## src/rtl/add_seq_ctrl_if.sv

```systemverilog
// add_seq_ctrl_if: request/result bundle for the byte-serial adder.
// Optional macro ADD_SEQ_CTRL_SUB_EN adds the in_sub request bit.
interface add_seq_ctrl_if #(
  parameter int NBYTES = 4
);
  localparam int W = 8 * NBYTES;

  logic         in_valid;
  logic         in_ready;
  logic [W-1:0] in_a;
  logic [W-1:0] in_b;
  logic         in_ci;
`ifdef ADD_SEQ_CTRL_SUB_EN
  logic         in_sub;
`endif
  logic         out_valid;
  logic         out_ready;
  logic [W-1:0] out_x;
  logic         out_co;
  logic         busy;

  // Requester/consumer side
  modport master (
`ifdef ADD_SEQ_CTRL_SUB_EN
    output in_sub,
`endif
    output in_valid, in_a, in_b, in_ci, out_ready,
    input  in_ready, out_valid, out_x, out_co, busy
  );

  // Adder sequencer side
  modport slave (
`ifdef ADD_SEQ_CTRL_SUB_EN
    input  in_sub,
`endif
    input  in_valid, in_a, in_b, in_ci, out_ready,
    output in_ready, out_valid, out_x, out_co, busy
  );
endinterface

```

## src/rtl/add_seq_ctrl.sv

```systemverilog
// add_seq_ctrl: runs one 8-bit adder slice over NBYTES operand bytes,
// LSB first, one byte per clock, chaining the carry through r_carry.
// Optional macro ADD_SEQ_CTRL_SUB_EN: adds in_sub; when set, B is inverted
// byte by byte and the initial carry is forced to 1 (A - B, co = no borrow).
module add_seq_ctrl #(
  parameter int NBYTES = 4
) (
  input  logic          clk,
  input  logic          rst_n,
  add_seq_ctrl_if.slave bus
);
  localparam int W    = 8 * NBYTES;
  localparam int IDXW = (NBYTES > 1) ? $clog2(NBYTES) : 1;
  localparam logic [IDXW-1:0] LAST_IDX = IDXW'(NBYTES - 1);

  typedef enum logic [1:0] {
    S_IDLE = 2'd0,
    S_RUN  = 2'd1,
    S_DONE = 2'd2
  } state_t;

  state_t         r_state;
  state_t         w_state_nxt;
  logic [W-1:0]   r_a;
  logic [W-1:0]   r_b;
  logic           r_carry;
  logic [IDXW-1:0] r_idx;
  logic [W-1:0]   r_x;
  logic           r_co;
  logic           r_in_ready;
  logic           r_out_valid;
  logic           r_busy;
`ifdef ADD_SEQ_CTRL_SUB_EN
  logic           r_sub;
`endif

  logic [7:0]     w_a_byte;
  logic [7:0]     w_b_byte;
  logic [8:0]     w_sum;
  logic [IDXW+2:0] w_bit_ofs;
  logic           w_accept;
  logic           w_last;

  // Byte offset of the current slice (idx * 8).
  assign w_bit_ofs = {r_idx, 3'b000};
  assign w_a_byte  = r_a[w_bit_ofs +: 8];
`ifdef ADD_SEQ_CTRL_SUB_EN
  assign w_b_byte  = r_sub ? ~r_b[w_bit_ofs +: 8] : r_b[w_bit_ofs +: 8];
`else
  assign w_b_byte  = r_b[w_bit_ofs +: 8];
`endif
  assign w_sum     = {1'b0, w_a_byte} + {1'b0, w_b_byte} + {8'd0, r_carry};
  assign w_accept  = (r_state == S_IDLE) && bus.in_valid;
  assign w_last    = (r_idx == LAST_IDX);

  // State register.
  always_ff @(posedge clk or negedge rst_n) begin
    if (!rst_n) begin
      r_state <= S_IDLE;
    end else begin
      r_state <= w_state_nxt;
    end
  end

  // Next-state decode: accept in IDLE, walk bytes in RUN, wait for consumer in DONE.
  always_comb begin
    w_state_nxt = r_state;
    case (r_state)
      S_IDLE: begin
        if (bus.in_valid) begin
          w_state_nxt = S_RUN;
        end else begin
          w_state_nxt = S_IDLE;
        end
      end
      S_RUN: begin
        if (w_last) begin
          w_state_nxt = S_DONE;
        end else begin
          w_state_nxt = S_RUN;
        end
      end
      S_DONE: begin
        if (bus.out_ready) begin
          w_state_nxt = S_IDLE;
        end else begin
          w_state_nxt = S_DONE;
        end
      end
      default: begin
        w_state_nxt = S_IDLE;
      end
    endcase
  end

  // Handshake/status outputs registered from the next state.
  always_ff @(posedge clk or negedge rst_n) begin
    if (!rst_n) begin
      r_in_ready  <= 1'b1;
      r_out_valid <= 1'b0;
      r_busy      <= 1'b0;
    end else begin
      r_in_ready  <= (w_state_nxt == S_IDLE);
      r_out_valid <= (w_state_nxt == S_DONE);
      r_busy      <= (w_state_nxt != S_IDLE);
    end
  end

  // Datapath: capture operands on accept, then one slice add per RUN cycle.
  always_ff @(posedge clk or negedge rst_n) begin
    if (!rst_n) begin
      r_a     <= '0;
      r_b     <= '0;
      r_carry <= 1'b0;
      r_idx   <= '0;
      r_x     <= '0;
      r_co    <= 1'b0;
`ifdef ADD_SEQ_CTRL_SUB_EN
      r_sub   <= 1'b0;
`endif
    end else begin
      case (r_state)
        S_IDLE: begin
          if (w_accept) begin
            r_a   <= bus.in_a;
            r_b   <= bus.in_b;
            r_idx <= '0;
`ifdef ADD_SEQ_CTRL_SUB_EN
            r_sub   <= bus.in_sub;
            r_carry <= bus.in_sub ? 1'b1 : bus.in_ci;
`else
            r_carry <= bus.in_ci;
`endif
          end else begin
            r_idx <= r_idx;
          end
        end
        S_RUN: begin
          r_x[w_bit_ofs +: 8] <= w_sum[7:0];
          r_carry             <= w_sum[8];
          if (w_last) begin
            r_co  <= w_sum[8];
            r_idx <= '0;
          end else begin
            r_idx <= r_idx + IDXW'(1);
          end
        end
        S_DONE: begin
          r_idx <= r_idx;
        end
        default: begin
          r_idx <= '0;
        end
      endcase
    end
  end

  assign bus.in_ready  = r_in_ready;
  assign bus.out_valid = r_out_valid;
  assign bus.out_x     = r_x;
  assign bus.out_co    = r_co;
  assign bus.busy      = r_busy;
endmodule
```

## src/flat_wrapper.sv

```systemverilog
// flat-port wrapper written by rule: the top's interface ports become plain ports
module add_seq_ctrl_flat 
#(
  parameter int NBYTES = 4
)
  (clk, rst_n, bus_in_valid, bus_in_a, bus_in_b, bus_in_ci, bus_out_ready, bus_in_ready, bus_out_valid, bus_out_x, bus_out_co, bus_busy);
  add_seq_ctrl_if #(.NBYTES(NBYTES)) bus_i ();
  input  logic clk;
  input  logic rst_n;
  input wire logic [$bits(bus_i.in_valid)-1:0] bus_in_valid;
  input wire logic [$bits(bus_i.in_a)-1:0] bus_in_a;
  input wire logic [$bits(bus_i.in_b)-1:0] bus_in_b;
  input wire logic [$bits(bus_i.in_ci)-1:0] bus_in_ci;
  input wire logic [$bits(bus_i.out_ready)-1:0] bus_out_ready;
  output wire logic [$bits(bus_i.in_ready)-1:0] bus_in_ready;
  output wire logic [$bits(bus_i.out_valid)-1:0] bus_out_valid;
  output wire logic [$bits(bus_i.out_x)-1:0] bus_out_x;
  output wire logic [$bits(bus_i.out_co)-1:0] bus_out_co;
  output wire logic [$bits(bus_i.busy)-1:0] bus_busy;
  assign bus_i.in_valid = bus_in_valid;
  assign bus_i.in_a = bus_in_a;
  assign bus_i.in_b = bus_in_b;
  assign bus_i.in_ci = bus_in_ci;
  assign bus_i.out_ready = bus_out_ready;
  assign bus_in_ready = bus_i.in_ready;
  assign bus_out_valid = bus_i.out_valid;
  assign bus_out_x = bus_i.out_x;
  assign bus_out_co = bus_i.out_co;
  assign bus_busy = bus_i.busy;
  add_seq_ctrl #(.NBYTES(NBYTES)) u_core (.clk(clk), .rst_n(rst_n), .bus(bus_i));
endmodule
```

## config.mk

```make
export PLATFORM = sky130hd
export DESIGN_NAME = add_seq_ctrl_flat
export DESIGN_NICKNAME = d
export VERILOG_FILES = /design/src/rtl/add_seq_ctrl_if.sv /design/src/rtl/add_seq_ctrl.sv /design/src/flat_wrapper.sv
export SDC_FILE = /design/constraint.sdc
export NUM_CORES = 1
export LEC_CHECK = 0
export ABC_AREA = 1
export CAP_MARGIN = 20
export CORE_MARGIN = 3
export CORE_UTILIZATION = 50
export CTS_CLUSTER_SIZE = 16
export DETAILED_ROUTE_END_ITERATION = 6
export GPL_TIMING_DRIVEN = 0
export PLACE_DENSITY_LB_ADDON = 0.2
export SYNTH_ARGS = -nofsm -noshare
export SYNTH_HDL_FRONTEND = slang
export SYNTH_SLANG_ARGS = --single-unit
```

## constraint.sdc

```tcl
create_clock -name clk -period 3.4 [get_ports clk]
set_clock_uncertainty 0.05 [all_clocks]
set_input_delay 0.51 -clock clk [delete_from_list [all_inputs] [get_ports clk]]
set_output_delay 0.51 -clock clk [all_outputs]
set_load 0.05 [all_outputs]
```

==> results by stage, run 1 <==
Timing:
- The routed design could run at a clock period as short as 3.138 ns.
- The achievable clock frequency is 318.6 MHz.
- Setup repair after global routing left no endpoint under its margin.
- Setup violations remaining at the end of the flow were counted as 0.
- The final-report max-slew violation count is 0.
- The final count of hold timing violations came to 0.
- Headroom to the max-slew limit came out at between 50% and 60%.
- The final worst-path setup slack is 0.2615 ns.
- The final worst-path cycle share is between 90 and 100%.
- For the pin with the worst max-slew slack, the measured transition is 0.6548 ns.

Power:
- The power per cell area is 1082 mW/mm^2.
- The part of the power in registers is just over 30%.
- The combinational group share of total power is 57.6%.
- For this design the total switching power over the nets is 3439 uW.
- The part of the total power dissipated in the clock network is 11.2%.
- In this run the static leakage power is between 0.003 and 0.004 uW.
- Internal power comes to between 3000 and 4000 uW.
- The power consumption is slightly below 7000 uW.
- The maximum vdd drop is 0.0004684 V.
- Net switching is roughly 50% of the power.

Routing:
- The number of remaining DRC errors is 0.
- In this run the remaining antenna-violating nets after routing total 0.
- In the final routed layout, each cell accounts on average for roughly 15 um.
- For this block, the routed nets add up to ~13,000 um of wire.
- Dividing the detail-routed via count by the number of cells gives slightly above 5.
- The final route contains 4,388 vias.
- The first detailed-routing pass took 5 iterations.
- The number of DRC markers in iteration 0 is 225.

Synth:
- The number of nets handed over by synthesis was around 690.
- The share of the Yosys chip area taken by registers is between 50 and 60%.
- The area of the mapped netlist is 0.004896 mm^2.
- The count of warnings emitted by yosys is 0.
- The synthesis-stage register bit count is 105.
- The distinct cell type count of the synthesized netlist is 29.
- The post-synthesis cell count is around 600.
- The mean area per synthesized cell is 8.119 um^2.

Worst setup path:
- In this run the worst path has a maximum fanout of 10.
- The worst setup path is captured at a flip-flop.
- The element type at the critical path start is a flip-flop.
- For the worst setup path, the data required time is 3.64 ns.
- The critical path is of the flip-flop to flip-flop type.
- Data arrives at the worst endpoint at 3.38 ns.

Clocking:
- The clock slew at the register clock pins of the worst setup and hold paths is 0.11 ns.
- The clock latency reported for the late side of the worst-skew pair is between 0.3 and 0.4 ns.
- The TritonCTS buffer count is 9.
- The count of buffers added by post-CTS timing repair for setup is 0.
- The clock tree from TritonCTS is built.
- In this run the deepest clock path goes through 2 buffers.
- The root buffer cell chosen for the clock tree is clkbuf_8.
- The number of clock sinks is 105.
- The H-tree generated during clock tree synthesis spans 3 levels.

Global route:
- The maximum number of pins on one net before global-route repair is 57.
- The all-layer global routing usage is 24.28%.
- Global routing finished with a remaining overflow of 0.
- The number of global-route vias before repair is 4,351.
- The global-route wire length before repair is about 21,000 um.
- The initial antenna violation count is 0.

Status:
- The run finished with clean final reports.

Floorplan:
- In this run the count of I/O pins placed on the die edge is ~110.
- The floorplan step set the die height to 105.0 um.
- In this run the horizontal extent of the chip is 105.0 um.
- The number of rows created at floorplan is 35.
- The starting density of the core is a little over half.
- The die covers about 0.011 mm^2.
- The placeable core area is between 0.009 and 0.01 mm^2.

Final layout:
- The area growth from synthesis to final layout is 29.39%.
- The area taken by flip-flops and latches is around 0.0026 mm^2.
- At the end of the flow, the number of nets in the layout was 803.
- The fraction of layout cells with a size suffix above 1 is 6.077%.
- After filler insertion, the fill cell instance count of the layout stands at 824.
- The antenna diode count is 0.
- The number of cells in the finished layout apart from fillers is 853.
- Summing all multi-input logic gate instances after layout gives between 0.002 and 0.0025 mm^2.
- Cells fill 67.60% of the core in the end.

Flow run:
- The max-capacitance violation count is 0.

Place:
- The count of input and output buffers is 104.
- The weighted congestion reported at the end of routability-driven placement is a little over 0.9.
- The post-place setup slack is 0.01864 ns.
- The cell count after placement is 837.
- The HPWL after detailed placement is approximately 10,000 um.

Hold path:
- The path category of the worst min-delay check is primary input to asynchronous set/reset pin.
cell families (layout without fill, tap and decap cells):
logic type	Yosys count	count (layout)	synth area share [%]
AOI/OAI and AO/OA	79	79	8.791
xor gates and xnor gates	3	3	0.5368
adders and majority gates	15	15	4.140
buffers and inverters	56	177	4.549
DFF	105	105	53.69
muxes	1	1	0.2045
and+or+nand+nor	344	344	28.09
worst max-delay path: stages, from the launching register on:
cell and delay, ns:
dfrtp_2 0.42, clkbuf_4 0.23, inv_1 0.15, buf_2 0.22, o21ai_0 0.18, o22ai_1 0.13
fa_1 0.42, fa_1 0.42, nand2_1 0.09, nand2_1 0.06, nand2_1 0.07, xnor2_1 0.23
nand3_1 0.18, o21ai_0 0.20
sequential cells by signal (all words and copies together), names as in the netlist:
name / count
u_core.bus.out_valid: 1
u_core.r_idx: 2
u_core.r_b: 32
u_core.r_state: 2
u_core.r_carry: 1
u_core.bus.in_ready: 1
u_core.bus.busy: 1
u_core.bus.out_co: 1
u_core.r_a: 32
u_core.bus.out_x: 32
synthesized netlist by cell type:
cell        n  area share, %
nand2_1   275             21
dfrtp_1   104             53
o21ai_0    54            5.5
nor2_1     41            3.1
inv_1      28            2.1
o22ai_1    16            2.0
ha_1       13            3.3
nand3_1    13            1.3
buf_2       9           0.92
clkbuf_1    9           0.69
buf_1       7           0.54
nand4_1     7           0.89
a21oi_1     4           0.41
o31ai_1     4           0.61
fa_1        2           0.82
inv_2       2           0.15
nor2_4      2           0.46
xnor2_1     2           0.36
a22o_2      1           0.20
clkbuf_2    1           0.10
dfstp_2     1           0.54
mux2i_1     1           0.20
nand2_2     1           0.13
nand2_4     1           0.23
nand3b_1    1           0.15
nor3_2      1           0.20
nor3_4      1           0.33
or2_2       1           0.13
xor2_1      1           0.18
power groups by stage:
stage	Combinational, uW	Sequential, uW	Clock (uW)
floorplan	2250	2510	0
global placement	3810	2150	0
detailed placement	3910	2160	0
CTS	3930	2130	776
global route	4380	2200	827
finish	3950	2140	768
cell type report:
| type | count | share of cell area [%] |
|---|---|---|
| clock buffer | 12 | 2.607 |
| clock inverter | 4 | 0.5530 |
| sequential | 105 | 41.54 |
| tap | 129 | 2.548 |
| timing repair buffer | 105 | 16.83 |
| buffer | 26 | 1.876 |
| inverter | 30 | 1.778 |
| multi-input combinational | 442 | 32.27 |
final timing paths:
path / from / end / slack, ns / cells after the start
max: u_core.r_idx[0]$_DFFE_PN0P_ / u_core.bus.out_x[28]$_DFFE_PN0P_ / 0.26 / 13
max reg2reg: u_core.r_idx[0]$_DFFE_PN0P_ / u_core.bus.out_x[28]$_DFFE_PN0P_ / 0.26 / 13
min reg2reg: u_core.r_a[14]$_DFFE_PN0P_ / u_core.r_a[14]$_DFFE_PN0P_ / 0.43 / 2
min: rst_n / u_core.r_b[0]$_DFFE_PN0P_ / 0.10 / 1
max in group asynchronous: rst_n / u_core.bus.in_ready$_DFF_PN1_ / 2.49 / 2
min in group clk: u_core.r_a[14]$_DFFE_PN0P_ / u_core.r_a[14]$_DFFE_PN0P_ / 0.43 / 2
through the flow:
step	hold WS [ns]	TNS, ns	instance area, um^2
after global routing	0.1375	0	6335
after CTS	0.1193	0	6325
after floorplan	0.1644	0	4896
after detailed placement	0.4081	0	6123
final	0.1012	0	6335
after global placement	0.3992	-208.45	6098
cell usage in the layout (no fill, tap or decap), drive strengths merged, types with 7 or more instances in the layout:
| cell | synthesis | layout |
|---|---|---|
| buf | 16 | 18 |
| inv | 30 | 31 |
| nand2 | 277 | 277 |
| nand4 | 7 | 7 |
| nor2 | 43 | 43 |
| o22ai | 16 | 16 |
| clkdlybuf4s50 | 0 | 103 |
| nand3 | 13 | 13 |
| o21ai | 54 | 54 |
| dfrtp | 104 | 104 |
| clkbuf | 10 | 22 |
| ha | 13 | 13 |
routing by layer:
| layer | GRT usage [%] | up-vias | wire (um) |
|---|---|---|---|
| met4 | 10.03 | 0 | 285 |
| li1 | - | 2144 | - |
| met5 | 0 | - | 0 |
| met1 | 29.98 | 2096 | 5205 |
| met2 | 42.35 | 125 | 6635 |
| met3 | 3.891 | 23 | 662 |
what timing repair did:
item | CTS | global route
hold buffers | 0 | 0
endpoints found under the setup margin | 2 | 14
pin swaps | 0 | 0
gates resized for setup | 1 | 10
Note: power is estimated with default switching activity, not from simulation.
==> run 2, diff against run 1 <==
Settings changed: CORE_UTILIZATION 50 to 46.
Clock period 3.4 ns to 2.8 ns, I/O delays scaled along.
==> results by stage, run 2 (synthesized netlist as in run 1, its figures left out) <==
Worst setup path:
- The most numerous cell type found on the critical path is nand2_1.
- The cell family contributing the most delay on the critical path is adder cells.
- The cell count along the critical path is 15 (+2).
- The startpoint of the worst-slack reg-to-reg timing path is u_core.r_idx[0]$_DFFE_PN0P_.
- In this run the worst setup path begins at u_core.r_idx[0]$_DFFE_PN0P_.
- The number of cells on the worst reg-to-reg path is 15 (+2).
- The element type at the critical path start is a flip-flop.
- The register-to-register setup slack is 0.14 ns (-0.13 ns).
- The worst path arrival time is 2.87 ns (-0.51 ns).
- The terminus of the critical flop-to-flop path is u_core.r_carry$_DFFE_PN0P_.
- The top fanout value on the critical path is 5 (-5).
- The most critical setup path has its endpoint at u_core.r_carry$_DFFE_PN0P_.
- The number of buffer and inverter stages on the critical path is 3 (unchanged).
- The peak per-stage delay on the critical path was 0.42 ns (about the same).
- The sort of element at the end of the critical path is a flip-flop.
- By startpoint and endpoint, the worst setup path is classified as flip-flop to flip-flop.
- For this design, the slowest cell found on the critical path is dfrtp_2.
- The signal on the critical path passes through buf_8, clkinvlp_4, buf_8, nor2_1, o22ai_2, fa_2, fa_2, nand2_1, nand2_1, nand3b_1, nand2_1, nand2_1, nand2_2, nand2_1, o21ai_0.
- The critical path data required time came to 3.01 ns (-0.63 ns).

Global route:
- The maximum number of pins on one net before global-route repair is 62 (+8.8%).
- The initial antenna violation count came to 0 (unchanged).
- The all-layer global routing usage was 23.11% (-1.2 points).
- The fraction of met3 tracks used by global routing is 3.197% (-0.69 points).
- The layer flagged by global routing as most heavily used is met2.
- The final global-route overflow total came to 0 (unchanged).
- The number of global-route vias before repair was 4,455 (+2.4%).
- The global-route wire length before repair is 21,160 um (about the same).
- The met2 usage in global routing is 42.41% (+0.066 points).
- The met1 routing resource usage after global routing is 27.14% (-2.8 points).

Final layout:
- The summed area of non-filler cells in the final layout was 0.006544 mm^2 (+3.3%).
- The final layout net count was 817 (+1.7%).
- In the layout the commonest cells are nand2_1, clkdlybuf4s50_1, dfrtp_1.
- The library cell used most frequently in the layout, excluding fill and tap cells, is nand2_1.
- The antenna diode count came to 0 (unchanged).
- The end-of-flow core utilization came to 63.39% (-4.2 points).
- The fraction of layout cells with a size suffix above 1 is 10.57% (+4.5 points).
- The area growth from synthesis to final layout is 33.66%.

Routing:
- The detailed-route wire length per cell is 15.12 um (+0.85%).
- The number of remaining DRC errors came to 0 (unchanged).
- The wire length reported by the detailed router is 13,220 um (+3.3%).
- The ratio of routed vias to standard cells is 5.092 (-1.0%).
- The total via count in the routed design is 4,450 (+1.4%).
- The number of DRC markers in iteration 0 is 164 (-27%).
- The number of iterations in the first detailed-routing pass is 5 (unchanged).
- The post-detailed-route count of antenna-violating nets is 0 (unchanged).

Timing:
- The final worst-path cycle share is 95.15% (+2.8 points).
- The worst-case headroom to the max-slew limit was 60.93% (+4.6 points).
- The final count of hold timing violations was 0 (unchanged).
- The final-report max-slew violation count is 0 (unchanged).
- The setup violation total in the final timing report is 0 (unchanged).
- The final worst-path setup slack came to 0.1358 ns (-0.1258 ns).
- The achievable clock frequency was 375.3 MHz (+18%).
- The shortest period the worst path allows is 2.664 ns (-0.4742 ns).
- The worst-margin pin slew came to 0.5861 ns (-0.06870 ns).

Clocking:
- The TritonCTS buffer count is 9 (unchanged).
- The number of clock sinks was 105 (unchanged).
- The clock slew at the register clock pins of the worst setup and hold paths is 0.11 ns (about the same).
- The clock latency reported for the late side of the worst-skew pair came to 0.37 ns (about the same).
- The maximum root-to-sink buffer count is 2 (unchanged).
- The level count of the clock H-tree is 3 (unchanged).
- The clock tree from TritonCTS is built.
- The tree is rooted in a clkbuf_8.

Hold path:
- The worst hold path cell count is 2.
- The path category of the worst min-delay check is flip-flop to flip-flop.

Flow run:
- The max-capacitance violation count was 0 (unchanged).

Power:
- The maximum vdd drop came to 0.0005482 V (+17%).
- The power per cell area was 1340 mW/mm^2 (+24%).
- The leakage power is 0.003279 uW (+2.6%).
- The power consumption is 8771 uW (+28%).

Place:
- The post-place setup slack was -0.5882 ns (-0.6069 ns).
- The HPWL after detailed placement is 10,220 um (+2.1%).
- The weighted congestion reported at the end of routability-driven placement was 0.8782 (-4.6%).
- The count of input and output buffers is 104 (unchanged).
- The total cell area at the placement stage is 0.006132 mm^2 (+0.14%).

Floorplan:
- The number of I/O pins came to 105 (unchanged).
- The die extent in x is 109.2 um (+4.0%).
- The placeable core area is 0.01032 mm^2 (+10%).
- The starting density of the core is 47.42% (-4.8 points).
- The die outline area came to 0.01192 mm^2 (+8.2%).
- The number of rows created at floorplan came to 37 (+5.7%).
- The die outline height is 109.2 um (+4.0%).

Status:
- The flow ran to the end, and the final reports show no timing, DRC or antenna violations.
==> run 2: final cells by class <==
| type | count | area (um^2) |
|---|---|---|
| multi-input cells | 442 | 2110 |
| clock inverters | 7 | 53.80 |
| repair buffers | 119 | 1191 |
| fillers | 937 | 3780 |
| clock buffers | 9 | 123.9 |
| inverters | 30 | 116.4 |
| plain buffers | 26 | 147.6 |
| flip-flops and latches | 105 | 2631 |
| well taps | 136 | 170.2 |
==> run 2: worst min-delay path, stage by stage (launching register included) <==
cell	delay [ns]
dfrtp_1	0.35
nand2_1	0.06
nand2_1	0.05
==> run 2: how the worst min path moves through the flow <==
stage	start	to	slack, ns
after global routing	u_core.r_b[25]$_DFFE_PN0P_	u_core.r_b[25]$_DFFE_PN0P_	0.46
after global placement	u_core.r_b[15]$_DFFE_PN0P_	u_core.r_b[15]$_DFFE_PN0P_	0.40
after detailed placement	rst_n	u_core.r_b[17]$_DFFE_PN0P_	0.41
final	u_core.r_b[13]$_DFFE_PN0P_	u_core.r_b[13]$_DFFE_PN0P_	0.43
after floorplan	rst_n	u_core.bus.busy$_DFF_PN0_	0.07
after CTS	u_core.r_b[13]$_DFFE_PN0P_	u_core.r_b[13]$_DFFE_PN0P_	0.43
==> run 2: what timing repair did <==
item                                    CTS  global route
hold endpoints to repair                  5             0
gates cloned                              0             1
setup buffers                             5             7
pin swaps                                 1             1
hold buffers                              1             0
endpoints found under the setup margin   30            22
gates resized for setup                  21            25
==> run 2: where the power goes <==
part	switching [uW]	total [uW]	internal (uW)
registers	422	2590	2170
clock network	565	898	334
logic	3410	5280	1880
==> run 2: per-layer routing <==
metal	wire, um	share of wire, %
met1	5399	41
met2	6858	52
met3	545	4.1
met4	412	3.1
met5	0	0
==> run 2: stage by stage <==
stage	TNS, ns	instances	hold slack [ns]
2_1_floorplan	0	603	0.07441
3_3_place_gp	-271.30	843	0.3998
3_5_place_dp	-8.425	844	0.4089
4_1_cts	0	866	0.4345
5_1_grt	-0.01612	874	0.4561
6_report	0	874	0.4331
==> RTL edit 1 (config.mk and constraints of run 1) <==
Encoding of `state_t`: now one-hot (3 bits for 3 states).
--- a/src/rtl/add_seq_ctrl.sv
+++ b/src/rtl/add_seq_ctrl.sv
@@ -13,10 +13,10 @@
   localparam int IDXW = (NBYTES > 1) ? $clog2(NBYTES) : 1;
   localparam logic [IDXW-1:0] LAST_IDX = IDXW'(NBYTES - 1);
 
-  typedef enum logic [1:0] {
-    S_IDLE = 2'd0,
-    S_RUN  = 2'd1,
-    S_DONE = 2'd2
+  typedef enum logic [2:0] {
+    S_IDLE = 3'b001,
+    S_RUN  = 3'b010,
+    S_DONE = 3'b100
   } state_t;
 
   state_t         r_state;
Function: same outputs for any inputs over 10 cycles, from zero or initial values and one cycle with rst_n low; not proved beyond that.
==> RTL edit 1 against run 1 <==
Clock power up 14%. Wire length is 2.4% lower. Sequential cell count rose by 1. Power fell by 6.0%. Setup slack worse by 0.047 ns. Design area is 3.6% higher. Area after synthesis rose by 3.5%. Via count decreased by 11%.
==> RTL edit 1: results (changes against run 1) <==
The run gives 28.9% (was 30.0%) as the met1 demand-to-capacity share in global routing. The run gives 0.21 ns (was 0.26 ns) as the setup slack of the worst register-to-register path. The synthesized netlist cell count is 470 (was 603), and the relative slew slack is 54.4% (was 56.3%). The worst supply voltage drop on vdd is 0.536 mV (was 0.468 mV), and the post-placement setup slack is -0.178 ns (was 0.0186 ns). The logs give 6220 um (was 6640 um) for the met2 wirelength from detailed routing and 9150 um (was 10000 um) for the half-perimeter wire length of the detailed placement result. The count of inverters other than clock inverters in the layout is 28 (was 30), and the critical path data arrival time is 3.45 ns (was 3.38 ns). Overall track demand over capacity in global routing: 22.4% (was 24.3%). The tools report the global-route wire length before repair as 19800 um (was 21100 um). The critical path's largest stage delay is 0.45 ns (was 0.42 ns). The final worst-path cycle share is 93.7% (was 92.3%). The fraction of met3 tracks used by global routing was 3.61% (was 3.89%). The synthesized net count is 554 (was 687), and the post-layout net count is 672 (was 803).

The logs give 9 (was 12) for the clock buffer count and 52.4% (was 53.7%) for the share of the yosys chip area belonging to registers. The multi-input logic portion of the cell area came out at 33.8% (was 32.3%). The area of the die is 11400 um2 (was 11000 um2).

The tools report the largest net degree at the start of global routing as 55 (was 57). The cell type of the slowest stage on the worst timing path is sky130_fd_sc_hd__fa_1 (was sky130_fd_sc_hd__dfrtp_2). The ratio of cells with drive above 1 in the final layout works out to 18.4% (was 6.08%). The end of the worst register-to-register path was u_core.bus.out_x[12]$_DFFE_PN0P_ (was u_core.bus.out_x[28]$_DFFE_PN0P_). Number of placed instances, taps included: 708 (was 837).

The number of violations reported at the end of detailed-routing iteration 0 was 261 (was 225); the non-clock buffer contribution to total cell area was 18.2% (was 18.7%). The run finished with clean final reports. The routability congestion estimate from global placement is 0.830 (was 0.920), and the via count of the first global-routing pass is 3977 (was 4351). Biggest area contributors in the synthesized netlist: sky130_fd_sc_hd__dfrtp_1 (51%), sky130_fd_sc_hd__mux2_4 (12%), sky130_fd_sc_hd__nand2_1 (6.1%) (was sky130_fd_sc_hd__dfrtp_1 (53%), sky130_fd_sc_hd__nand2_1 (21%), sky130_fd_sc_hd__o21ai_0 (5.5%)). Leading cell types by count after synthesis: sky130_fd_sc_hd__dfrtp_1 (104), sky130_fd_sc_hd__nand2_1 (83), sky130_fd_sc_hd__nor2_1 (44), sky130_fd_sc_hd__o21ai_0 (44), sky130_fd_sc_hd__mux2_4 (39) (was sky130_fd_sc_hd__nand2_1 (275), sky130_fd_sc_hd__dfrtp_1 (104), sky130_fd_sc_hd__o21ai_0 (54)).

The total length of routed wires was 12500 um (was 12800 um).
==> RTL edit 1: changes by cell type in the layout (fill, tap and decap cells not counted), sizes merged, moves of 3 or more <==
cell / delta
o21ai: -8
mux2: +64
nand2: -192
clkbuf: -6
buf: -3
nor2: +4
==> RTL edit 1: how the worst min path moves through the flow <==
| stage | endpoint | startpoint | slack [ns] | cells past startpoint |
|---|---|---|---|---|
| after global placement | u_core.bus.out_x[15]$_DFFE_PN0P_ | u_core.bus.out_x[15]$_DFFE_PN0P_ | 0.42 | 2 |
| final | u_core.bus.busy$_DFF_PN0_ | rst_n | 0.11 | 1 |
| after global routing | u_core.bus.busy$_DFF_PN0_ | rst_n | 0.16 | 1 |
| after CTS | u_core.bus.busy$_DFF_PN0_ | rst_n | 0.14 | 1 |
| after detailed placement | u_core.bus.out_x[31]$_DFFE_PN0P_ | u_core.bus.out_x[31]$_DFFE_PN0P_ | 0.42 | 2 |
| after floorplan | u_core.bus.busy$_DFF_PN0_ | rst_n | 0.16 | 0 |
==> RTL edit 1: timing repair <==
item                                    4_1_cts  5_1_grt
endpoints found under the setup margin        4       12
buffers inserted                              0        2
pin swaps                                     0        0
resized for setup                             3        8
==> RTL edit 1: power breakdown <==
part	leakage, nW	switching (mW)	total, mW	internal [mW]
sequential	1.31	0.282	2.02	1.74
combinational	1.62	2.06	3.55	1.49
clock	0.110	0.452	0.872	0.420
total	3.05	2.80	6.44	3.65
==> RTL edit 1: logic make-up (layout without fill, tap and decap cells) <==
group                      count (synthesis)  in the layout  share of synthesized area [%]
and+or+nand+nor                          160            160                           13.4
xor gates and xnor gates                   3              3                          0.519
buffers and inverters                     46            169                           4.22
adders and majority gates                 15             15                           4.00
DFF                                      106            106                           52.4
muxes                                     64             64                           17.1
AOI/OAI and AO/OA                         76             76                           8.37
==> RTL edit 2 (config.mk and constraints of run 1) <==
Without the edit above. `NBYTES` is set to 4 in 3 places; all go to 8.
--- a/src/rtl/add_seq_ctrl_if.sv
+++ b/src/rtl/add_seq_ctrl_if.sv
@@ -1,7 +1,7 @@
 // add_seq_ctrl_if: request/result bundle for the byte-serial adder.
 // Optional macro ADD_SEQ_CTRL_SUB_EN adds the in_sub request bit.
 interface add_seq_ctrl_if #(
-  parameter int NBYTES = 4
+  parameter int NBYTES = 8
 );
   localparam int W = 8 * NBYTES;
 
--- a/src/rtl/add_seq_ctrl.sv
+++ b/src/rtl/add_seq_ctrl.sv
@@ -3,7 +3,7 @@
 // Optional macro ADD_SEQ_CTRL_SUB_EN: adds in_sub; when set, B is inverted
 // byte by byte and the initial carry is forced to 1 (A - B, co = no borrow).
 module add_seq_ctrl #(
-  parameter int NBYTES = 4
+  parameter int NBYTES = 8
 ) (
   input  logic          clk,
   input  logic          rst_n,
--- a/src/flat_wrapper.sv
+++ b/src/flat_wrapper.sv
@@ -1,7 +1,7 @@
 // flat-port wrapper written by rule: the top's interface ports become plain ports
 module add_seq_ctrl_flat 
 #(
-  parameter int NBYTES = 4
+  parameter int NBYTES = 8
 )
   (clk, rst_n, bus_in_valid, bus_in_a, bus_in_b, bus_in_ci, bus_out_ready, bus_in_ready, bus_out_valid, bus_out_x, bus_out_co, bus_busy);
   add_seq_ctrl_if #(.NBYTES(NBYTES)) bus_i ();
Interface: changed (resized bus_in_a, bus_in_b and bus_out_x); port bits go from 105 to 201. The function was not compared with the original's and may differ.
==> RTL edit 2 against run 1 <==
Design area rose by 98%. Critical endpoint is now u_core.bus.out_x[62]$_DFFE_PN0P_. Cell count rose by 95%. Critical path depth rose by 5. Critical path type unchanged. Synthesized cell count rose by 97%. Sequential cell count rose by 97. Combinational power rose by 96%. Area after synthesis rose by 92%. Wire length rose by 110%. Setup slack got worse by 0.099 ns. Power rose by 110%. Sequential power rose by 90%. Die area rose by 86%.
==> RTL edit 2: results (changes against run 1) <==
Synthesized area divided by synthesized cell count: 7.92 um2 (was 8.12 um2). The number of port buffers works out to 200 (was 104). For the source-to-sink clock delay at the later pin of the worst-skew pair, the log shows 0.50 ns (was 0.37 ns). Synthesized net count: 1339 (was 687).

The proportion of synthesized area in mux cells was 0% (was 0.204%). The critical path's largest stage delay was 0.39 ns (was 0.42 ns); the placed instance area was 11700 um2 (was 6120 um2). The clock tree root driver cell is sky130_fd_sc_hd__clkbuf_16 (was sky130_fd_sc_hd__clkbuf_8).

Met2 wirelength from detailed routing: 12700 um (was 6640 um). Post-synthesis cell type count: 34 (was 29). The tools report the met3 wirelength from detailed routing as 1520 um (was 662 um).

The post-layout net count was 1569 (was 803). The tools report the maximum clock path buffer count as 3 (was 2). The global-route wire length before repair was 42100 um (was 21100 um). The number of standard cells in the final layout excluding fillers was 1663 (was 853); the minimum hold slack was 0.416 ns (was 0.101 ns). Largest delay contributor family on the critical path: simple AND/OR/NAND/NOR gates (was adder cells). The run gives 3.05% (was 3.89%) as the fraction of met3 tracks used by global routing. The synthesized-area fraction occupied by ao, oa, aoi and oai cells is 7.66% (was 8.79%), and the post-synthesis xor/xnor area fraction is 0.0930% (was 0.537%). The tools report the largest net degree at the start of global routing as 111 (was 57). The flow ran to the end, and the final reports show no timing, DRC or antenna violations.

The slew at the pin with the worst max-slew slack is 0.691 ns (was 0.655 ns), and the static leakage is 6.34 nW (was 3.20 nW). The tools report the wire length on met1 as 11200 um (was 5210 um). Biggest area contributors in the synthesized netlist: sky130_fd_sc_hd__dfrtp_1 (53%), sky130_fd_sc_hd__nand2_1 (23%), sky130_fd_sc_hd__o21ai_0 (3.9%) (was sky130_fd_sc_hd__dfrtp_1 (53%), sky130_fd_sc_hd__nand2_1 (21%), sky130_fd_sc_hd__o21ai_0 (5.5%)). The fraction of the mapped netlist area in adder cells was 2.28% (was 4.14%). The logs give 8707 (was 4388) for the total vias in the final route and 531 (was 225) for the number of violations reported at the end of detailed-routing iteration 0.
==> RTL edit 2: layout make-up <==
class	instances	area (um2)	area share [%]
Sequential cell	202	5060	40.3
Clock inverter	8	100	0.797
Inverter	38	149	1.19
Clock buffer	29	606	4.82
Tap cell	229	287	2.28
Buffer	62	312	2.48
Multi-Input combinational cell	888	3960	31.5
Timing Repair Buffer	207	2080	16.6
==> RTL edit 2: worst paths after layout <==
kind | slack, ns | to | depth (start not counted) | from
max in group asynchronous | 1.77 | u_core.r_a[13]$_DFFE_PN0P_ | 3 | rst_n
worst min-delay path | 0.42 | u_core.r_b[44]$_DFFE_PN0P_ | 2 | u_core.r_b[44]$_DFFE_PN0P_
worst max-delay path | 0.16 | u_core.bus.out_x[62]$_DFFE_PN0P_ | 18 | u_core.r_idx[0]$_DFFE_PN0P_
worst max register to register | 0.16 | u_core.bus.out_x[62]$_DFFE_PN0P_ | 18 | u_core.r_idx[0]$_DFFE_PN0P_
worst min register to register | 0.42 | u_core.r_b[44]$_DFFE_PN0P_ | 2 | u_core.r_b[44]$_DFFE_PN0P_
min in group asynchronous | 0.55 | u_core.bus.out_x[48]$_DFFE_PN0P_ | 2 | rst_n
==> RTL edit 2: cells by family after synthesis <==
family	after synthesis
adder cells (fa/ha/maj)	16
AO/OA/AOI/OAI	130
buffers and inverters	100
flip-flops	202
XOR/XNOR	1
AND/OR/NAND/NOR	741
==> RTL edit 2: timing repair <==
action | 4_1_cts | 5_1_grt
gates resized for setup | 8 | 18
setup buffers | 2 | 3
endpoints found under the setup margin | 28 | 35
cloned | 0 | 0
hold buffers | 1 | 0
hold endpoints to repair | 10 | 0
pin swaps | 1 | 1
==> RTL edit 2: report_power, final <==
part	internal, mW	switching [mW]
clock network	1.40	0.940
logic	2.52	5.24
registers	3.45	0.611
total	7.37	6.79
